[src/rtl/label_bbox_accumulator.sv]
// Per-label bounding box and pixel-count accumulator over one frame of labelled pixels.
// On vsync the non-empty entries drain in index order over a valid/ready port, then the table is clear.
module label_bbox_accumulator #(
  parameter int WORD_SIZE   = 8,
  parameter int NUM_LABELS  = 32,
  parameter int COORD_WIDTH = 11,
  parameter int COUNT_WIDTH = 16
) (
  input  logic                   clk,
  input  logic                   reset_n,
  input  logic                   en,
  input  logic                   hsync,
  input  logic                   vsync,
  input  logic [WORD_SIZE-1:0]   label,
  output logic                   out_valid,
  input  logic                   out_ready,
  output logic [WORD_SIZE-1:0]   out_label,
  output logic [COORD_WIDTH-1:0] out_xmin,
  output logic [COORD_WIDTH-1:0] out_xmax,
  output logic [COORD_WIDTH-1:0] out_ymin,
  output logic [COORD_WIDTH-1:0] out_ymax,
  output logic [COUNT_WIDTH-1:0] out_count,
  output logic                   frame_done,
  output logic                   dropped
);

  localparam int IDX_W = $clog2(NUM_LABELS);
  localparam logic [IDX_W-1:0]     FIRST_IDX = IDX_W'(1);
  localparam logic [IDX_W-1:0]     LAST_IDX  = IDX_W'(NUM_LABELS - 1);
  localparam logic [WORD_SIZE-1:0] MAX_LABEL = WORD_SIZE'(NUM_LABELS - 1);

  typedef enum logic {ACCUM, DUMP} state_t;

  state_t                 state, state_next;
  logic [IDX_W-1:0]       idx;
  logic [COORD_WIDTH-1:0] x, y;

  logic [COUNT_WIDTH-1:0] count [NUM_LABELS];
  logic [COORD_WIDTH-1:0] xmin  [NUM_LABELS];
  logic [COORD_WIDTH-1:0] xmax  [NUM_LABELS];
  logic [COORD_WIDTH-1:0] ymin  [NUM_LABELS];
  logic [COORD_WIDTH-1:0] ymax  [NUM_LABELS];

  logic             pixel_ok;
  logic             first_hit;
  logic [IDX_W-1:0] pix_idx;
  logic             entry_done;
  logic             last_done;

  // Background (0), conflict (all ones) and labels beyond the table are not tracked.
  assign pix_idx   = label[IDX_W-1:0];
  assign pixel_ok  = (state == ACCUM) && en && (label != '0) && (label != '1)
                     && (label <= MAX_LABEL);
  assign first_hit = (count[pix_idx] == '0);

  always_comb begin
    state_next = state;
    out_valid  = 1'b0;
    entry_done = 1'b0;
    last_done  = 1'b0;
    if (state == DUMP) begin
      out_valid  = (count[idx] != '0);
      entry_done = !out_valid || out_ready;
      last_done  = entry_done && (idx == LAST_IDX);
      if (last_done) state_next = ACCUM;
    end else if (vsync) begin
      state_next = DUMP;
    end
  end

  assign out_label = WORD_SIZE'(idx);
  assign out_xmin  = xmin[idx];
  assign out_xmax  = xmax[idx];
  assign out_ymin  = ymin[idx];
  assign out_ymax  = ymax[idx];
  assign out_count = count[idx];

  always_ff @(posedge clk) begin
    if (!reset_n) begin
      state      <= ACCUM;
      idx        <= FIRST_IDX;
      frame_done <= 1'b0;
      dropped    <= 1'b0;
      x          <= '0;
      y          <= '0;
    end else begin
      state      <= state_next;
      frame_done <= last_done;
      if (state == ACCUM && vsync) idx <= FIRST_IDX;
      else if (entry_done)         idx <= idx + 1'b1;
      if (state == DUMP && (en || vsync)) dropped <= 1'b1;
      // The pixel on an en+sync cycle has already used the pre-update coordinates.
      if (vsync) begin
        x <= '0;
        y <= '0;
      end else if (hsync) begin
        x <= '0;
        y <= y + 1'b1;
      end else if (en) begin
        x <= x + 1'b1;
      end
    end
  end

  always_ff @(posedge clk) begin
    if (!reset_n) begin
      for (int i = 0; i < NUM_LABELS; i++) count[i] <= '0;
    end else if (pixel_ok) begin
      if (first_hit)                  count[pix_idx] <= COUNT_WIDTH'(1);
      else if (count[pix_idx] != '1)  count[pix_idx] <= count[pix_idx] + 1'b1;
    end else if (out_valid && out_ready) begin
      count[idx] <= '0;
    end
  end

  // NOTE: box fields are only meaningful while count is non-zero, so they need no reset.
  always_ff @(posedge clk) begin
    if (pixel_ok) begin
      if (first_hit || x < xmin[pix_idx]) xmin[pix_idx] <= x;
      if (first_hit || x > xmax[pix_idx]) xmax[pix_idx] <= x;
      if (first_hit || y < ymin[pix_idx]) ymin[pix_idx] <= y;
      if (first_hit || y > ymax[pix_idx]) ymax[pix_idx] <= y;
    end
  end

endmodule

[config.mk]
export PLATFORM = sky130hd
export DESIGN_NAME = label_bbox_accumulator
export DESIGN_NICKNAME = d
export VERILOG_FILES = /design/src/rtl/label_bbox_accumulator.sv
export SDC_FILE = /design/constraint.sdc
export NUM_CORES = 2
export LEC_CHECK = 0
export CAP_MARGIN = 20
export CORE_ASPECT_RATIO = 0.7
export CORE_UTILIZATION = 30
export CTS_CLUSTER_DIAMETER = 80
export CTS_CLUSTER_SIZE = 20
export DETAILED_ROUTE_END_ITERATION = 8
export RECOVER_POWER = 50
export SLEW_MARGIN = 20
export SYNTH_ARGS = -nofsm -noshare
export SYNTH_HDL_FRONTEND = slang
export SYNTH_SLANG_ARGS = --single-unit
[constraint.sdc]
create_clock -name clk -period 10.8 [get_ports clk]
set_input_delay 1.08 -clock clk [delete_from_list [all_inputs] [get_ports clk]]
set_output_delay 1.08 -clock clk [all_outputs]
set_load 0.005 [all_outputs]
Yosys cells after proc, flatten, opt, wreduce, memory -nomap -nowiden --
Memory sizes are Yosys's and may differ from the RTL's. A register that Yosys moved wholly into a read port is not among the register bits. Cells that the tools add are included. Widths: inputs -> output; s select.
Cells by class: add/subtract/negate cells 4, magnitude comparators 5, eq/ne operators 3, mux-type cells 48, bitwise logic cells 3, reduce and logical (&&, ||, !) cells 24
Operator list (count):
- $mux 5 | 12
- $mux 16 | 3
- $mux 1 | 33
- $reduce_or 16->1 | 2
- $add 11x1->11 const B | 2
- $gt 11x11->1 | 2
- $lt 11x11->1 | 2
- $add 16x1->16 const B | 1
- $logic_not 16->1 | 1
- $ne 16x16->1 const B | 1
- $reduce_bool 16->1 | 1
- $le 8x5->1 const B | 1
- $logic_and 1x1->1 | 8
- $ne 8x8->1 const B | 1
- $reduce_bool 8->1 | 1
- $logic_or 1x1->1 | 6
- $add 5x1->5 const B | 1
- $eq 5x5->1 const B | 1
- $reduce_or 2->1 | 2
- $reduce_or 3->1 | 1
- $not 1->1 | 2
- $reduce_and 2->1 | 1
- $logic_not 1->1 | 1
- $or 1x1->1 | 1
Word-level totals: bits in registers 30, memory bits (writable) 1920, bits of input ports 14, output and inout bits 71, logic and storage cells 98, memories 5
Memories:
- count | depth 32, width 16, rd ports 2, clocked after Yosys merged registers in 1, wr ports 32, line 38 | logic [COUNT_WIDTH-1:0] count [NUM_LABELS];
- xmax | depth 32, width 11, rd ports 2, clocked after Yosys merged registers in 1, wr ports 1, line 40 | logic [COORD_WIDTH-1:0] xmax [NUM_LABELS];
- xmin | depth 32, width 11, rd ports 2, clocked after Yosys merged registers in 1, wr ports 1, line 39 | logic [COORD_WIDTH-1:0] xmin [NUM_LABELS];
- ymax | depth 32, width 11, rd ports 2, clocked after Yosys merged registers in 1, wr ports 1, line 42 | logic [COORD_WIDTH-1:0] ymax [NUM_LABELS];
- ymin | depth 32, width 11, rd ports 2, clocked after Yosys merged registers in 1, wr ports 1, line 41 | logic [COORD_WIDTH-1:0] ymin [NUM_LABELS];

Longest topological paths before layout --
depth in word-level cells 12, depth in mapped cells 23, depth with buffers taken out 14

Least setup slack after synthesis --
No wires, ideal clock.
kind input to register, from input port label[0], to memory xmin[10][0], enable pin, setup time 0.378 ns, arrival 6.257 ns, required time 10.422 ns, slack 4.164 ns, cell stages on the path 21, buffers on the path 8, cells stage by stage buf_4 -> buf_2 -> buf_4 -> buf_4 -> buf_1 -> buf_1 -> buf_1 -> mux4_2 -> a22oi_1 -> and4_1 -> ha_1 -> a21o_1 -> a21o_1 -> a21o_1 -> a21o_1 -> a21o_1 -> a21o_1 -> a211oi_1 -> nor2_1 -> clkbuf_1 -> nor2_1
On the way: cells in the longest elaborated chain, start to end 6, elaborated cells between the ends (all ways) 14, those cells by class 2 x order compare; 1 x eq/ne; 3 x mux; 6 x reduce/logical; 2 x memory
Ends and longest elaborated chain:
- from (decl) | line 14 | input logic [WORD_SIZE-1:0] label,
- $mem_v2 32x11, or another cell as far along
- $lt 11x11->1, or another cell as far along | line 119 | if (first_hit || x < xmin[pix_idx]) xmin[pix_idx] <= x;
- $logic_or 1x1->1 / $logic_and 1x1->1 (equally long branches) | line 119, 52
- $mux 1 / $logic_and 1x1->1 (equally long branches) | line 119, 53
- $mux 1 | line 118 | if (pixel_ok) begin
- $mux 1 (implied by the code) | line 119
- to (decl) | line 39
Several ways; a longest one is shown, not always the timed one.

Worst setup path after layout --
from input port label[1], to memory xmax[8][10], enable pin
On the way: cells in the longest elaborated chain, start to end 6, elaborated cells between the ends (all ways) 14, those cells by class 2 x order compare; 1 x eq/ne; 3 x mux; 6 x reduce/logical; 2 x memory
Ends and longest elaborated chain:
- $mem_v2 32x11, or another cell as far along
- $gt 11x11->1, or another cell as far along | line 120 | if (first_hit || x > xmax[pix_idx]) xmax[pix_idx] <= x;
- $logic_or 1x1->1 / $logic_and 1x1->1 (equally long branches) | line 120, 52
- $mux 1 / $logic_and 1x1->1 (equally long branches) | line 120, 53
- $mux 1 | line 118
- $mux 1 (implied by the code) | line 120
- to (decl) | line 40
Several ways; a longest one is shown, not always the timed one.

==> key figures <==
Synthesis
  – Sequential-to-total area share from yosys stat: 60.5%
  – Ys flop type: edfxtp_1
  – Post-synth cell types: 71
  – Mapped Area: approximately 0.096 mm²
  – Syn. warnings: 0
  – Synthesized flop and latch total: 1,955
  – Cells after Synth: 5,607
  – Mapped Avg Cell Area: 17.2 µm²
  – Post-synth EDFFs: 1,920
  – Asr flop ratio synth: 0%

Worst setup path
  – Slowest cell delay on critical path: between 2 and 2.5 ns
  – CP dominant cell by count: a21oi_1
  – Crit Path Category: in2reg
  – Ordered list of cells on the worst path: clkbuf_2 > buf_12 > buf_4 > mux4_2 > a22oi_1 > and4_1 > ha_1 > nor2b_1 > o21a_1 > o21a_1 > o21ai_0 > a21oi_1 > o21ai_0 > a21oi_1 > o31ai_4 > clkbuf_1 > a21oi_1 > clkbuf_1
  – CP Launch Type: input pin
  – Critical path fanouts, max: 130
  – Setup crit end kind: flip-flop
  – WP data arrival: roughly 9.8 ns
  – Worst Path Required: 11.20 ns
  – Critical path's slowest cell: clkbuf_2

Route
  – M1 WL: 138,000 µm
  – DR WL met3: between 30,000 and 40,000 µm
  – DR vias: 60.0k
  – Top routing layer in use: met5
  – DRT Pass-1 Iters: 8
  – DR iter-0 viols: 8,947
  – Met2 WL: 140,000 µm
  – Wirelength per Cell: about 33 µm
  – Drc violations: 0
  – DR vias/cell: roughly 6
  – Routed wire length: 328,000 µm
  – Final ANT Viol Nets: 0

GRT
  – Gr ovfl total: 0
  – Vias in the first global route: roughly 58k
  – Initial antenna violation count: 15
  – First-pass GRT wire length: 458,000 µm
  – Total track usage: 19.7%
  – Pin count of the biggest net entering global routing: 148

Floorplan
  – # rows: approximately 170
  – Initial Util: 30.3%
  – Die width: between 600 and 700 µm
  – Core area: 0.318 mm²
  – Full die area: about 0.32 mm²
  – Die Span Y: 476 µm
  – Boundary Pins: 85

Place
  – GP Congestion: between 0.9 and 1
  – Port bufs: between 80 and 90
  – Area after DPL: around 0.10 mm²
  – Setup WS pre-CTS: about 2.7 ns
  – Final HPWL DP: 209,000 µm

Timing
  – RSZ-0062 raised after global routing: false
  – Endpoints failing setup: 0
  – Max Freq: 107 MHz
  – Period Utilization, post-route: 86.8%
  – Final worst setup slack: 1.42 ns
  – Hold WS: 0.469 ns
  – Fin. Hold Viols: 0
  – Worst-Margin Slew: around 4.6 ns
  – Setup TNS: 0 ns
  – Clock Skews: around 0.082 ns
  – Post-layout minimum cycle time: 9.38 ns
  – Slew Limit Fails: 1,485
  – Relative slew slack: -208%

Min path
  – Hold WC Path Type: reg2reg

Clocking
  – Root buffer cell: clkbuf_16
  – Clk_lat worst skew: 0.84 ns
  – H-tree level count: 3
  – Post-CTS setup buffers: 0
  – CTS tree: built
  – Post-CTS Resized: 0
  – Sink Count: 1,955
  – Total CTS buffers: 115
  – Clk pin slew, worst setup/hold paths: around 0.080 ns
  – Clock tree buffer depth: 3
  – Hold buffers post-CTS: 0

Status
  – Failing checks: max-capacitance violations, max-slew violations
  – Run status: finished, violations left

Final layout
  – Filler Cells Inserted: 30.1k
  – Fin area: 0.106 mm²
  – Share of cells above drive strength 1: 25.8%
  – Nets: 5,645
  – Layout area overhead: 10.5%

Pwr
  – Pwr Density: 133 mW/mm²
  – VDD IR max: 151 µV
  – LEAKAGE: 34.9 nW

Job
  – Max-cap violation count: 28
layout by cell type, fill, tap and decap left out, types with 32 or more instances in the layout:
cell,instances
a21oi_1,75
a22oi_1,170
and3_1,32
buf_4,191
clkbuf_1,108
clkbuf_16,118
clkdlybuf4s50_1,60
conb_1,63
edfxtp_1,1920
ha_1,48
mux2_2,42
mux2i_1,452
mux4_2,880
nand2_1,77
nand3_1,64
nor2_1,164
nor3_1,313
nor4_1,211
nor4_2,52
o21ai_0,36
o22ai_1,127
layout make-up:
type	instances	area [µm²]	area share (%)
Multi-Input combinational cell	3135	36300	34.1
Antenna cell	5	12.5	0.0118
Clock buffer	155	3100	2.91
Tap cell	4287	5360	5.04
Timing Repair Buffer	361	2840	2.66
Clock inverter	29	409	0.384
Sequential cell	1955	58400	54.8
Inverter	15	56.3	0.0529
synth_stat cells, types with 68 or more instances:
library cell,instances,area [µm²]
a22oi_1,170,1280
nand2_1,77,289
mux2i_1,460,4600
a21oi_1,110,551
nor3_1,314,1570
mux4_2,880,19800
clkbuf_1,290,1090
nand3_1,74,370
edfxtp_1,1920,57700
o22ai_1,127,795
buf_2,139,696
buf_1,99,372
nor2_1,165,619
o21ai_0,68,340
nor4_1,211,1320
worst max-delay path, delay by kind of cell:
family,cells,cell delay (ns)
buffers and inverters,5,5.62
muxes,1,0.43
AOI/OAI and AO/OA,9,1.52
and+or+nand+nor,2,0.37
adders and majority gates,1,0.25
cell families (layout without fill, tap and decap cells):
kind of cell / count (synthesis) / in the layout / synth area share [%]
AND/OR/NAND/NOR: 1031 / 1031 / 6.04
multiplexers: 1406 / 1406 / 26.1
other: 1 / 68 / 0.00389
flip-flops: 1955 / 1955 / 60.5
AO/OA/AOI/OAI: 559 / 559 / 3.81
buffers and inverters: 579 / 560 / 2.61
XOR/XNOR: 28 / 28 / 0.254
adder cells (fa/ha/maj): 48 / 48 / 0.623
flip-flops by register name (all words and copies together), names as in the netlist, 5 cells and up, named ones only:
name   count
x         11
y         11
count    512
xmin     352
ymax     352
ymin     352
xmax     352
idx        5
power breakdown:
| group | leakage (nW) | internal [mW] | switching, mW | total, mW |
|---|---|---|---|---|
| Combinational | 11.8 | 0.337 | 0.683 | 1.02 |
| Sequential | 21.3 | 8.31 | 0.0682 | 8.38 |
| Clock | 1.69 | 2.10 | 2.66 | 4.76 |
| Total | 34.9 | 10.7 | 3.41 | 14.2 |
through the flow:
step	instances	power, mW	utilization, %
2_1_floorplan	5669	9.14	-
3_3_place_gp	9742	9.53	32.3
3_5_place_dp	9747	9.54	32.4
4_1_cts	9931	14.2	33.5
5_1_grt	9939	14.5	33.4
6_report	9942	14.2	33.4
path summary, 6_finish.rpt:
kind                   to  cells past startpoint  slack (ns)      start
min reg2reg       dropped                      1        0.47    dropped
min               dropped                      1        0.47    dropped
max           xmax[8][10]                     18        1.42   label[1]
max reg2reg  count[27][8]                     13        1.71  flip-flop
metal layers:
metal  up-vias  track usage (%)
met5         -                0
met4         4             5.67
met3       490             5.15
met2      3917             28.2
met1     32000             29.3
li1      23600                -
Note: power is estimated with default switching activity, not from simulation.
